### config.mk
export PLATFORM = sky130hd
export DESIGN_NAME = bcd_seg_formatter
export DESIGN_NICKNAME = d
export VERILOG_FILES = /design/src/rtl/bcd_seg_formatter_pkg.sv /design/src/rtl/bcd_seg_formatter_seg7.sv /design/src/rtl/bcd_seg_formatter.sv
export SDC_FILE = /design/constraint.sdc
export NUM_CORES = 1
export LEC_CHECK = 0
export BUFFER_PORTS_ARGS = -buffer_cell sky130_fd_sc_hd__buf_2
export CAP_MARGIN = 15
export CORE_MARGIN = 3
export CORE_UTILIZATION = 62
export CTS_CLUSTER_DIAMETER = 60
export CTS_CLUSTER_SIZE = 8
export DETAILED_ROUTE_END_ITERATION = 10
export GPL_ROUTABILITY_DRIVEN = 0
export MAX_ROUTING_LAYER = met4
export PLACE_DENSITY = 0.85
export SYNTH_ARGS = -nofsm -noshare
export SYNTH_HDL_FRONTEND = slang
export SYNTH_SLANG_ARGS = --single-unit
### constraint.sdc
create_clock -name clk_s -period 3.8 [get_ports clk_s]
set_input_delay 0.38 -clock clk_s [delete_from_list [all_inputs] [get_ports clk_s]]
set_output_delay 0.38 -clock clk_s [all_outputs]
set_load 0.1 [all_outputs]
### src/rtl/bcd_seg_formatter_pkg.sv
// Shared definitions for the BCD-to-7-segment formatter: segment bytes, FSM states and
// conversion limits.
package bcd_seg_formatter_pkg;

    typedef enum logic [1:0] {
        IDLE = 2'd0,
        CONV = 2'd1,
        ENC  = 2'd2
    } state_t;

    // Segment bytes are {dp,g,f,e,d,c,b,a}, active-low.
    localparam logic [7:0] SEG_0     = 8'hC0;
    localparam logic [7:0] SEG_1     = 8'hF9;
    localparam logic [7:0] SEG_2     = 8'hA4;
    localparam logic [7:0] SEG_3     = 8'hB0;
    localparam logic [7:0] SEG_4     = 8'h99;
    localparam logic [7:0] SEG_5     = 8'h92;
    localparam logic [7:0] SEG_6     = 8'h82;
    localparam logic [7:0] SEG_7     = 8'hF8;
    localparam logic [7:0] SEG_8     = 8'h80;
    localparam logic [7:0] SEG_9     = 8'h90;
    localparam logic [7:0] SEG_BLANK = 8'hFF;
    localparam logic [7:0] SEG_DASH  = 8'hBF;

    localparam logic [3:0]  ITER_LAST = 4'd13;
    localparam logic [13:0] MAX_VAL   = 14'd9999;

    function automatic logic [3:0] add3(input logic [3:0] nibble);
        return (nibble >= 4'd5) ? nibble + 4'd3 : nibble;
    endfunction

endpackage

### src/rtl/bcd_seg_formatter_seg7.sv
// Combinational BCD digit to active-low 7-segment byte; codes 10..15 never occur and
// are shown blank.
module seg7_encode
    import bcd_seg_formatter_pkg::*;
(
    input  logic [3:0] bcd_i,
    output logic [7:0] seg_o
);

    always_comb begin
        seg_o = SEG_BLANK;
        case (bcd_i)
            4'd0:    seg_o = SEG_0;
            4'd1:    seg_o = SEG_1;
            4'd2:    seg_o = SEG_2;
            4'd3:    seg_o = SEG_3;
            4'd4:    seg_o = SEG_4;
            4'd5:    seg_o = SEG_5;
            4'd6:    seg_o = SEG_6;
            4'd7:    seg_o = SEG_7;
            4'd8:    seg_o = SEG_8;
            4'd9:    seg_o = SEG_9;
            default: seg_o = SEG_BLANK;
        endcase
    end

endmodule

### src/rtl/bcd_seg_formatter.sv
// Accepts a 14-bit value over valid/ready, converts it to BCD by sequential double-dabble
// and publishes four active-low segment bytes for the scanning display controller.
module bcd_seg_formatter
    import bcd_seg_formatter_pkg::*;
#(
    parameter bit         BLANK_LZ = 1'b1,
    parameter logic [3:0] DP_MASK  = 4'b0000
)
(
    input  logic        clk_s,
    input  logic        rst_s,
    input  logic [13:0] bin_s,
    input  logic        valid_s,
    output logic        ready_s,
    output logic [31:0] sseg_s,
    output logic        done_s
);

    state_t      state_q;
    logic        ready_q;
    logic        done_q;
    logic        overflow_q;
    logic [3:0]  iterCnt_q;
    logic [15:0] bcd_q;
    logic [13:0] binShift_q;
    logic [31:0] sseg_q;

    logic [15:0] bcdAdj;
    logic [29:0] shifted;
    logic [7:0]  segRaw [4];
    logic [3:0]  blankDigit;
    logic [31:0] sseg_d;
    logic [7:0]  digitByte;

    // One double-dabble step: correct every nibble, then shift the whole register left.
    assign bcdAdj  = {add3(bcd_q[15:12]), add3(bcd_q[11:8]), add3(bcd_q[7:4]), add3(bcd_q[3:0])};
    assign shifted = {bcdAdj, binShift_q} << 1;

    genvar g;
    for (g = 0; g < 4; g++) begin : gEnc
        seg7_encode uEnc (
            .bcd_i (bcd_q[4*g +: 4]),
            .seg_o (segRaw[g])
        );
    end

    // A digit is blank only when it and every digit to its left are zero.
    assign blankDigit[3] = BLANK_LZ && (bcd_q[15:12] == 4'd0);
    assign blankDigit[2] = blankDigit[3] && (bcd_q[11:8] == 4'd0);
    assign blankDigit[1] = blankDigit[2] && (bcd_q[7:4] == 4'd0);
    assign blankDigit[0] = 1'b0;

    always_comb begin
        sseg_d    = '1;
        digitByte = SEG_BLANK;
        for (int i = 0; i < 4; i++) begin
            if (overflow_q) begin
                digitByte = SEG_DASH;
            end else if (blankDigit[i]) begin
                digitByte = SEG_BLANK;
            end else begin
                digitByte = segRaw[i];
            end
            if (DP_MASK[i]) begin
                digitByte[7] = 1'b0;
            end
            sseg_d[8*i +: 8] = digitByte;
        end
    end

    // The output pattern only changes on the ENC edge, so the display never sees partial results.
    always_ff @(posedge clk_s or negedge rst_s) begin
        if (!rst_s) begin
            state_q    <= IDLE;
            ready_q    <= 1'b0;
            done_q     <= 1'b0;
            overflow_q <= 1'b0;
            iterCnt_q  <= '0;
            bcd_q      <= '0;
            binShift_q <= '0;
            sseg_q     <= '1;
        end else begin
            done_q <= 1'b0;
            case (state_q)
                IDLE: begin
                    if (valid_s && ready_q) begin
                        state_q    <= CONV;
                        ready_q    <= 1'b0;
                        binShift_q <= bin_s;
                        bcd_q      <= '0;
                        iterCnt_q  <= '0;
                        overflow_q <= (bin_s > MAX_VAL);
                    end else begin
                        ready_q <= 1'b1;
                    end
                end
                CONV: begin
                    bcd_q      <= shifted[29:14];
                    binShift_q <= shifted[13:0];
                    iterCnt_q  <= iterCnt_q + 4'd1;
                    if (iterCnt_q == ITER_LAST) begin
                        state_q <= ENC;
                    end
                end
                ENC: begin
                    sseg_q  <= sseg_d;
                    done_q  <= 1'b1;
                    ready_q <= 1'b1;
                    state_q <= IDLE;
                end
                default: begin
                    state_q <= IDLE;
                    ready_q <= 1'b0;
                end
            endcase
        end
    end

    assign ready_s = ready_q;
    assign done_s  = done_q;
    assign sseg_s  = sseg_q;

endmodule

==> flow_summary_export.csv <==
group,metric,value,unit
global_route,grt_first_pass_wirelength,12700,um
synthesis,synth_area_leaders,"dfrtp_1, dfstp_2, ha_1",
cells_and_area,ff_latch_area,0.00171,mm^2
place,detailed_place_hpwl,5320,um
sta,tns,0,ns
synthesis,syn_area,0.00361,mm^2
critical_path,cp_max_fo,19,
synthesis,yosys.area.top_type_share,27.0,%
synthesis,synthArstFlopShare,100,%
clock_network,cts_resized,0,
critical_path,cp_data_required_time,4.07,ns
critical_path,path_cells,"nand2b_4, nor3b_2, nand2_1, o22ai_1",
sta,fin_crit_sh,50.7,%
cells_and_area,area_delta_synth_final,10.8,%
synthesis,synthDistinctLibCells,58,
cells_and_area,num-fill-cells,444,
routing,vias_per_cell,5.95,
critical_path,crit_arrival,2.20,ns
sta,max_freq,519,MHz
sta,clock_skew,0.00610,ns
synthesis,yosys_register_bits,67,
critical_path,path_class,"flip-flop to flip-flop",
routing,dr_total_vias,2953,
critical_path,critPathLaunchType,"flip-flop",
global_route,grt_use_total,25.3,%
cells_and_area,fin_nets,460,
critical_path,r2r-start,"state_q[1]$_DFFE_PN0P_",
status,outcome,"completed",
floorplanning,die_w,82.3,um
critical_path,endpoint_kind,"flip-flop",
synthesis,synth_edf_count,0,
synthesis,synth_top_cell_by_area,"dfrtp_1",
clock_network,h-tree-depth,3,
global_route,grt.overflow.total,0,
place,port_buffers,46,
sta,setup_violations,0,
clock_network,clockBufferDepth,2,
global_route,grt_antenna_before_repair,0,
floorplanning,core,0.00557,mm^2
clock_network,numCtsBuffers,9,
sta,finalHoldViolations,0,
clock_network,clkLatencyLatePin,0.35,ns
synthesis,ys.flop_type,"dfrtp_1",
job,cap_viol_max_count,0,
floorplanning,start_util,64.8,%
clock_network,ctsHoldBuffers,0,
synthesis,seq_area_frac_synth,47.4,%
floorplanning,die_h,82.3,um
global_route,grt_pass1_vias,2796,
sta,worst_pin_slew,1.09,ns
floorplanning,io_pins,51,
sta,period_minus_slack,1.93,ns
routing,wl,7580,um
cells_and_area,multi_input_area,0.00167,mm^2
critical_path,cp-startpoint,"state_q[1]$_DFFE_PN0P_",
clock_network,cts.sinks,67,
clock_network,postCtsSetupBuffers,0,
floorplanning,die-area,0.00677,mm^2
sta,max-slew-margin-rel,27.0,%
critical_path,max_stage_delay,0.88,ns
synthesis,synth.most_common_cell,"dfrtp_1",
clock_network,cts_root_buffer,"clkbuf_8",
clock_network,clk_pin_slew,0.07,ns
routing,drt_iter0_drc,171,
synthesis,yosys_warnings,0,
synthesis,avgSynthCellArea,9.52,um^2
cells_and_area,diodes,0,
min_path,hp-class,"input port to async pin",
global_route,grt_max_degree,33,
synthesis,netlist_instances,379,
routing,dr.pass1.iters,7,
clock_network,tritoncts,"yes",
sta,worst_hold_slack,0.00216,ns
synthesis,synth_common_cells,"dfrtp_1, nand2_1, a21oi_1",
routing,wl_per_cell,15.3,um
sta,maxSlewViolCount,0,
sta,rsz0062_at_grt,"false",
routing,drc,0,
cells_and_area,drive_gt1_share,23.3,%
routing,drtAntennaViolNets,0,
critical_path,slowest_stage,"nor3b_2",
floorplanning,fp-row-count,27,
state kept, by name, indices dropped and copies added (netlist names):
name / cells
binShift_q: 14
done_s: 1
state_q: 2
sseg_s: 28
ready_s: 1
overflow_q: 1
iterCnt_q: 4
bcd_q: 16
metrics by stage:
step / utilization (%) / setup slack [ns] / std cells / instance area (um^2)
6_report: 71.8 / 1.87 / 496 / 4000
5_1_grt: 71.8 / 1.68 / 496 / 4000
4_1_cts: 71.8 / 1.85 / 496 / 4000
3_5_place_dp: 69.0 / 1.87 / 480 / 3850
3_3_place_gp: 69.0 / 1.92 / 480 / 3850
2_1_floorplan: - / 1.74 / 382 / 3620
logic make-up after synthesis:
group	count (synthesis)	share of synthesized area, %
AOI/OAI and AO/OA	114	20.8
and+or+nand+nor	111	14.8
DFF	67	47.4
buffers and inverters	54	6.55
adders and majority gates	24	8.32
xor gates and xnor gates	6	1.46
muxes	2	0.555
other	1	0.104
cell usage in the layout, fill, tap and decap left out, types with 3 or more instances in the layout:
| cell type | instances |
|---|---|
| nand3_1 | 7 |
| a22o_1 | 4 |
| nor2_1 | 32 |
| conb_1 | 4 |
| a222oi_1 | 12 |
| o311ai_0 | 5 |
| nand2_1 | 37 |
| a21oi_1 | 33 |
| xnor2_1 | 5 |
| o21ai_0 | 26 |
| clkbuf_1 | 4 |
| dfrtp_1 | 39 |
| ha_1 | 24 |
| nand2b_1 | 7 |
| buf_2 | 46 |
| nand3b_1 | 3 |
| o22a_1 | 4 |
| nor3_1 | 6 |
| clkbuf_8 | 9 |
| a31oi_1 | 8 |
| inv_1 | 29 |
| a21o_1 | 3 |
| dfstp_2 | 28 |
| buf_4 | 4 |
| clkinv_2 | 3 |
per-layer routing:
metal	routed length [um]	vias up	track usage, %
li1	-	1419	-
met1	3480	1446	31.5
met2	3560	68	40.0
met3	378	20	4.23
met4	161	0	12.6
met5	0	-	-
worst max-delay path: cells and delay by family (launching register included):
family | cells | cell delay [ns]
simple gates | 3 | 1.25
flops | 1 | 0.44
compound gates | 1 | 0.15
cell type report:
type / instances / area share [%]
clock buffer: 13 / 3.47
clock inverter: 3 / 0.375
inverter: 30 / 2.81
multi-input combinational: 261 / 41.8
sequential: 67 / 42.8
tap: 72 / 2.25
timing repair buffer: 50 / 6.50
worst paths after layout:
path	to	slack (ns)	cells after the start
hold / removal	done_s$_DFF_PN0_	0.002	1
hold reg to reg	iterCnt_q[3]$_DFFE_PN0P_	0.48	1
max in group asynchronous	sseg_s[6]$_DFFE_PN1P_	3.08	2
min in group clk_s	binShift_q[0]$_DFFE_PN0P_	0.26	2
setup / recovery	overflow_q$_DFFE_PN0P_	1.87	4
setup reg to reg	overflow_q$_DFFE_PN0P_	1.87	4
Power is not shown: default switching activity piles up to over one toggle a cycle in this logic, so the estimate is an artifact.
